### config.mk
export PLATFORM = sky130hd
export DESIGN_NAME = ahfp_sub_arbiter
export DESIGN_NICKNAME = d
export VERILOG_FILES = /design/src/rtl/ahfp_sub_arbiter.sv
export SDC_FILE = /design/constraint.sdc
export NUM_CORES = 1
export LEC_CHECK = 0
export ABC_AREA = 0
export ABC_CLOCK_PERIOD_IN_PS = 16500
export BUFFER_PORTS_ARGS = -buffer_cell sky130_fd_sc_hd__buf_4
export CORE_ASPECT_RATIO = 1.25
export CORE_MARGIN = 3
export CORE_UTILIZATION = 31
export CTS_CLUSTER_DIAMETER = 40
export CTS_CLUSTER_SIZE = 8
export DETAILED_ROUTE_END_ITERATION = 8
export SETUP_SLACK_MARGIN = 0.5
export SYNTH_ARGS = -nofsm -noshare
export SYNTH_HDL_FRONTEND = slang
export SYNTH_HIERARCHICAL = 1
export SYNTH_SLANG_ARGS = --single-unit
### constraint.sdc
create_clock -name clk -period 16.5 [get_ports clk]
set_clock_uncertainty 0.05 [all_clocks]
set_input_delay 1.65 -clock clk [delete_from_list [all_inputs] [get_ports clk]]
set_output_delay 1.65 -clock clk [all_outputs]
set_load 0.005 [all_outputs]
### src/rtl/ahfp_sub_arbiter.sv
// ============================================================================
// Module      : ahfp_sub_arbiter (with its ahfp_sub datapath)
// Description : Shares one single-precision subtractor among NUM_REQ
//               requesters. Valid/ready grant (round-robin by default),
//               operand register, combinational ahfp_sub, SUB_LAT result
//               stages and a one-hot tagged response.
//               Build option AHFP_SUB_ARB_FIXED_PRIO_EN: when defined the
//               lowest asserted requester always wins (pointer held at 0).
// Revision    : 1.0 - initial release
// ============================================================================
`default_nettype none

// ----------------------------------------------------------------------------
// ahfp_sub: combinational IEEE-754 single subtract, result = dataa - datab,
// round to nearest even, subnormals supported, quiet NaN 7FC00000.
// ----------------------------------------------------------------------------
module ahfp_sub (
  input  logic [31:0] dataa,
  input  logic [31:0] datab,
  output logic [31:0] result
);

  logic        sa, sb, sx, sy, rsign, a_ge;
  logic        a_nan, b_nan, a_inf, b_inf, rnd_up, found;
  logic [9:0]  ea, eb, ex, ey, dshift, e_norm, e_field, lim, lz, sh;
  logic [23:0] ma, mb, mx, my;
  logic [49:0] y_shift;
  logic [26:0] xa, ya, diff, norm;
  logic [27:0] sum;
  logic [30:0] rounded;

  // Align, add/subtract magnitudes, normalise, round, then override specials
  always_comb begin
    sa      = dataa[31];
    sb      = ~datab[31];
    a_nan   = (&dataa[30:23]) && (|dataa[22:0]);
    b_nan   = (&datab[30:23]) && (|datab[22:0]);
    a_inf   = (&dataa[30:23]) && !(|dataa[22:0]);
    b_inf   = (&datab[30:23]) && !(|datab[22:0]);
    // Subnormals use exponent 1 with a zero hidden bit
    ea      = (dataa[30:23] == 8'd0) ? 10'd1 : {2'b00, dataa[30:23]};
    eb      = (datab[30:23] == 8'd0) ? 10'd1 : {2'b00, datab[30:23]};
    ma      = {|dataa[30:23], dataa[22:0]};
    mb      = {|datab[30:23], datab[22:0]};
    a_ge    = (dataa[30:0] >= datab[30:0]);
    sx      = a_ge ? sa : sb;
    sy      = a_ge ? sb : sa;
    ex      = a_ge ? ea : eb;
    ey      = a_ge ? eb : ea;
    mx      = a_ge ? ma : mb;
    my      = a_ge ? mb : ma;
    dshift  = ex - ey;
    y_shift = {my, 26'd0} >> dshift;
    // Three extra bits: guard, round, sticky
    xa      = {mx, 3'b000};
    ya      = {y_shift[49:24], |y_shift[23:0]};
    sum     = '0;
    diff    = '0;
    lz      = '0;
    lim     = '0;
    sh      = '0;
    found   = 1'b0;
    norm    = '0;
    e_norm  = ex;
    rsign   = sx;
    if (sx == sy) begin
      sum = {1'b0, xa} + {1'b0, ya};
      if (sum[27]) begin
        norm   = {sum[27:2], |sum[1:0]};
        e_norm = ex + 10'd1;
      end else begin
        norm   = sum[26:0];
      end
    end else begin
      diff = xa - ya;
      for (int k = 26; k >= 0; k--) begin
        if (!found && diff[k]) begin
          lz    = 10'(26 - k);
          found = 1'b1;
        end
      end
      // Never shift below the minimum exponent: the result goes subnormal
      lim    = ex - 10'd1;
      sh     = (lz > lim) ? lim : lz;
      norm   = diff << sh;
      e_norm = ex - sh;
      rsign  = (diff == 27'd0) ? 1'b0 : sx;
    end
    e_field = norm[26] ? e_norm : 10'd0;
    rnd_up  = norm[2] & (norm[1] | norm[0] | norm[3]);
    // Rounding carry ripples naturally into the exponent field
    rounded = {e_field[7:0], norm[25:3]} + {30'd0, rnd_up};
    if (e_field >= 10'd255) begin
      result = {rsign, 8'hFF, 23'd0};
    end else begin
      result = {rsign, rounded};
    end
    if (a_nan || b_nan) begin
      result = 32'h7FC0_0000;
    end else if (a_inf && b_inf) begin
      result = (sa == sb) ? {sa, 8'hFF, 23'd0} : 32'h7FC0_0000;
    end else if (a_inf) begin
      result = {sa, 8'hFF, 23'd0};
    end else if (b_inf) begin
      result = {sb, 8'hFF, 23'd0};
    end
  end

endmodule

// ----------------------------------------------------------------------------
// ahfp_sub_arbiter: grant, operand stage, shared subtractor, result pipeline
// ----------------------------------------------------------------------------
module ahfp_sub_arbiter #(
  parameter int NUM_REQ = 4,
  parameter int SUB_LAT = 1
) (
  input  logic                   clk,
  input  logic                   reset,
  input  logic [NUM_REQ-1:0]     req_valid,
  output logic [NUM_REQ-1:0]     req_ready,
  input  logic [32*NUM_REQ-1:0]  req_dataa,
  input  logic [32*NUM_REQ-1:0]  req_datab,
  output logic [NUM_REQ-1:0]     rsp_valid,
  output logic [31:0]            rsp_result
);

  localparam int TAG_W = $clog2(NUM_REQ);

  typedef logic [TAG_W-1:0] tag_t;

  tag_t              ptr_q, ptr_d;
  logic [NUM_REQ-1:0] grant;
  tag_t              grant_idx;
  logic              grant_any;
  logic [TAG_W:0]    scan_sum;
  logic [TAG_W:0]    ptr_nxt;

  logic [31:0]       s0_a_q, s0_a_d, s0_b_q, s0_b_d;
  tag_t              s0_tag_q, s0_tag_d;
  logic              s0_vld_q, s0_vld_d;

  logic [31:0]       sub_out;

  logic [31:0]       res_q [SUB_LAT];
  logic [31:0]       res_d [SUB_LAT];
  tag_t              tag_q [SUB_LAT];
  tag_t              tag_d [SUB_LAT];
  logic              vld_q [SUB_LAT];
  logic              vld_d [SUB_LAT];

  // Grant the first valid requester scanning upward from the pointer
  always_comb begin
    grant     = '0;
    grant_idx = '0;
    grant_any = 1'b0;
    scan_sum  = '0;
    for (int j = 0; j < NUM_REQ; j++) begin
      scan_sum = {1'b0, ptr_q} + (TAG_W+1)'(j);
      if (scan_sum >= (TAG_W+1)'(NUM_REQ)) begin
        scan_sum = scan_sum - (TAG_W+1)'(NUM_REQ);
      end
      if (!grant_any && req_valid[scan_sum[TAG_W-1:0]]) begin
        grant[scan_sum[TAG_W-1:0]] = 1'b1;
        grant_idx                  = scan_sum[TAG_W-1:0];
        grant_any                  = 1'b1;
      end
    end
    // No transfer can happen while reset is asserted
    if (reset) begin
      grant     = '0;
      grant_any = 1'b0;
    end
  end

  assign req_ready = grant;

  // Priority pointer: one past the winner, held when idle
  always_comb begin
    ptr_nxt = '0;
    ptr_d   = ptr_q;
`ifdef AHFP_SUB_ARB_FIXED_PRIO_EN
    ptr_d   = '0;
`else
    if (grant_any) begin
      ptr_nxt = {1'b0, grant_idx} + (TAG_W+1)'(1);
      if (ptr_nxt >= (TAG_W+1)'(NUM_REQ)) begin
        ptr_nxt = '0;
      end
      ptr_d = ptr_nxt[TAG_W-1:0];
    end
`endif
  end

  // Stage 0 captures the granted operands and tag
  always_comb begin
    s0_a_d   = s0_a_q;
    s0_b_d   = s0_b_q;
    s0_tag_d = s0_tag_q;
    s0_vld_d = grant_any;
    for (int j = 0; j < NUM_REQ; j++) begin
      if (grant[j]) begin
        s0_a_d = req_dataa[32*j +: 32];
        s0_b_d = req_datab[32*j +: 32];
      end
    end
    if (grant_any) begin
      s0_tag_d = grant_idx;
    end
  end

  ahfp_sub u_sub (
    .dataa  (s0_a_q),
    .datab  (s0_b_q),
    .result (sub_out)
  );

  // Result pipeline shifts subtractor output, tag and valid every cycle
  always_comb begin
    res_d[0] = sub_out;
    tag_d[0] = s0_tag_q;
    vld_d[0] = s0_vld_q;
    for (int k = 1; k < SUB_LAT; k++) begin
      res_d[k] = res_q[k-1];
      tag_d[k] = tag_q[k-1];
      vld_d[k] = vld_q[k-1];
    end
  end

  // State registers with synchronous reset discarding in-flight work
  always_ff @(posedge clk) begin
    if (reset) begin
      ptr_q    <= '0;
      s0_a_q   <= '0;
      s0_b_q   <= '0;
      s0_tag_q <= '0;
      s0_vld_q <= 1'b0;
      for (int k = 0; k < SUB_LAT; k++) begin
        res_q[k] <= '0;
        tag_q[k] <= '0;
        vld_q[k] <= 1'b0;
      end
    end else begin
      ptr_q    <= ptr_d;
      s0_a_q   <= s0_a_d;
      s0_b_q   <= s0_b_d;
      s0_tag_q <= s0_tag_d;
      s0_vld_q <= s0_vld_d;
      for (int k = 0; k < SUB_LAT; k++) begin
        res_q[k] <= res_d[k];
        tag_q[k] <= tag_d[k];
        vld_q[k] <= vld_d[k];
      end
    end
  end

  // One-hot response decoded from the last-stage tag
  always_comb begin
    rsp_valid = '0;
    if (vld_q[SUB_LAT-1]) begin
      rsp_valid[tag_q[SUB_LAT-1]] = 1'b1;
    end
    rsp_result = res_q[SUB_LAT-1];
  end

endmodule

`default_nettype wire

==> reports/metrics.cfg <==
[clock_tree]
clockBufferDepth = 2
h-tree-depth = 3
cts_sinks = 104
cts_tree = yes
clkTransAtPathRegs_ns = 0.08
cts-root-buf = clkbuf_16
cts_buffers = 9
insertion_delay_ns = 0.38

[place]
routabilityCongestion = 1.02
portBuffers = 301
dp_hpwl_mm = 78.7
place_area_um2 = 23700

[cells_and_area]
stdcell_area_um2 = 24200
antenna_cells = 0
fillers = 7221
drive_gt1_share_pct = 18.6
nets = 3464
syn2layout_area_growth_pct = 15.2

[flow_run]
cap_viol_max_count = 0

[yosys]
synth_compound_area_share_pct = 37.8
yosys.area_share.simple_pct = 25.5
syn_area_per_cell_um2 = 7.14
seq_area_frac_synth_pct = 9.93
synth_ff_type = dfxtp_1
synth-async-reset-ratio_pct = 0
syn_nets = 3306
synth.mux.area_fraction_pct = 8.07
synth-adder-area-share_pct = 6.51
synth-edff-count = 0
synth_top_family_by_area = compound AO/OA/AOI/OAI gates
syn_area_um2 = 21000
ys_types = 138
syn_inst = 2936
ys_seq_elements = 104
synth_xor_area_share_pct = 3.56
yosysWarnings = 6

[route]
avgRoutedWirePerCell_um = 24.9
routed_wl_mm = 98.5
drc = 0
via_per_inst = 6.27
dr.first_iter.drc_count = 2565
num_vias = 24848
dr.pass1.iters = 6
postRouteAntennaNets = 0

[timing]
worst_pin_slew_ns = 1.11
relSlewSlack_pct = 26.1
period_share_pct = 91.3
drv_slew = 0
fin_crit_ns = 15.06
setup_violations = 0
fmaxAchievable_ghz = 0.0664
hold_violations = 0
rsz0062_at_grt = false
fin_tns_setup_ns = 0

[worst_setup_path]
cp_max_fo = 24
path_class = reg2reg
worstSetupEndpointType = register
worstPathRequired_ns = 16.71
cp-start-kind = register
arrival_ns = 15.27
critPathSlowestCell = xnor2_1
cp_slowest_stage_delay_ns = 0.80

[global_route]
grt_pass1_vias = 24007
track_usage_pct = 26.5
grt_pass1_wl_mm = 147
antenna_found_initial = 0
overflow = 0
grt_max_degree = 100

[min_path]
holdCritPathClass = reg2reg

[die]
coreArea_um2 = 67000
fp.dieH_um = 297
dieArea_um2 = 70800
floorplan.rows = 106
die_x_um = 239
pin_count = 302
start_util_pct = 31.3

[status]
status = completed

logic make-up after synthesis:
group / count (synthesis)
flops: 104
simple gates: 1071
mux: 148
compound gates: 1056
xor+xnor: 80
fa+ha+maj: 108
buf+inv: 369
timing repair:
item	4_1_cts	5_1_grt
endpoints found under the setup margin	0	31
gates resized for setup	0	13
buffers inserted	0	2
hold buffers	0	0
worst paths after layout:
kind / from / to / slack (ns) / cells after the start
setup / recovery: s0_b_q[13]$_SDFFE_PP0P_ / res_q[0][29]$_SDFF_PP0_ / 1.44 / 58
setup reg to reg: s0_b_q[13]$_SDFFE_PP0P_ / res_q[0][29]$_SDFF_PP0_ / 1.44 / 58
hold reg to reg: s0_vld_q$_SDFF_PP0_ / vld_q[0]$_SDFF_PP0_ / 0.39 / 1
hold / removal: s0_vld_q$_SDFF_PP0_ / vld_q[0]$_SDFF_PP0_ / 0.39 / 1
Yosys cell counts, drive strengths merged (11+ instances only):
| cell | number | area (um2) |
|---|---|---|
| a2111oi | 20 | 233 |
| a211o | 13 | 114 |
| a211oi | 41 | 340 |
| a21boi | 68 | 510 |
| a21o | 30 | 225 |
| a21oi | 208 | 1050 |
| a221o | 11 | 111 |
| a221oi | 12 | 135 |
| a311o | 69 | 691 |
| a311oi | 85 | 757 |
| a31oi | 33 | 206 |
| and2 | 29 | 181 |
| and3 | 14 | 87.6 |
| buf | 151 | 995 |
| clkbuf | 96 | 360 |
| dfxtp | 104 | 2080 |
| ha | 106 | 1330 |
| inv | 122 | 463 |
| mux2 | 25 | 282 |
| mux2i | 109 | 1090 |
| mux4 | 14 | 319 |
| nand2 | 301 | 1150 |
| nand2b | 22 | 138 |
| nand3 | 84 | 425 |
| nand4 | 31 | 206 |
| nor2 | 236 | 903 |
| nor2b | 64 | 403 |
| nor3 | 155 | 801 |
| nor3b | 11 | 82.6 |
| nor4 | 32 | 221 |
| o211ai | 54 | 429 |
| o21a | 14 | 109 |
| o21ai | 156 | 803 |
| o21bai | 26 | 195 |
| o221ai | 72 | 643 |
| o22ai | 15 | 93.8 |
| o31ai | 25 | 206 |
| or2 | 18 | 113 |
| or3 | 19 | 119 |
| or4 | 11 | 90.1 |
| xnor2 | 60 | 556 |
| xor2 | 20 | 190 |
critical path, delay by kind of cell (launching register included):
family / cells / cell delay, ns
buffers and inverters: 9 / 1.69
flip-flops: 1 / 0.47
AO/OA/AOI/OAI: 19 / 5.27
XOR/XNOR: 1 / 0.80
multiplexers: 2 / 0.43
AND/OR/NAND/NOR: 23 / 4.85
adder cells (fa/ha/maj): 4 / 1.36
flip-flops by register name, summed over array words and instances, names as in the netlist:
name,cells
s0_a_q,32
s0_tag_q,2
ptr_q,2
s0_vld_q,1
s0_b_q,32
res_q,32
tag_q,2
vld_q,1
layer usage:
layer	track usage, %	share of wire [%]	vias to the layer above
li1	-	-	11556
met1	31.4	38	11659
met2	44.4	47	1320
met3	3.89	7.2	313
met4	17.3	7.7	0
met5	0	0	-
through the flow:
| stage | hold WS [ns] | setup WS, ns | utilization [%] | instances |
|---|---|---|---|---|
| 2_1_floorplan | 0.364 | 1.25 | - | 2936 |
| 3_3_place_gp | 0.376 | 1.11 | 35.4 | 3945 |
| 3_5_place_dp | 0.393 | 1.24 | 35.4 | 3945 |
| 4_1_cts | 0.396 | 1.20 | 35.9 | 3961 |
| 5_1_grt | 0.412 | 0.494 | 36.1 | 3963 |
| 6_report | 0.389 | 1.44 | 36.1 | 3963 |
layout by cell type, fill, tap and decap left out, types with 15 or more instances in the layout:
master    instances
o221ai_1         70
a21boi_1         54
nor3_1          150
nor2_1          230
o21ai_0         138
a311o_1          69
nand3_1          83
mux2_2           23
o211ai_1         51
xor2_1           18
nand2_1         297
nand2b_1         22
mux2i_1         108
a31oi_1          33
ha_1            104
o21bai_1         26
a311oi_1         83
o22ai_1          15
a211oi_1         36
dfxtp_1         104
xnor2_1          55
inv_1           116
a21oi_1         203
nor2b_1          63
nor4_1           30
or3_1            18
and2_1           26
buf_4           391
nand4_1          29
or2_2            16
a21o_1           30
o31ai_1          23
final cells by class:
cell class,count,area [um2],area share [%]
Clock buffer,9,225,0.932
Clock inverter,7,87.6,0.363
Inverter,122,463,1.92
Multi-Input combinational cell,2463,17200,71.3
Sequential cell,104,2080,8.62
Tap cell,864,1080,4.47
Timing Repair Buffer,394,3000,12.4
Power is not shown: default switching activity piles up to over one toggle a cycle in this logic, so the estimate is an artifact.
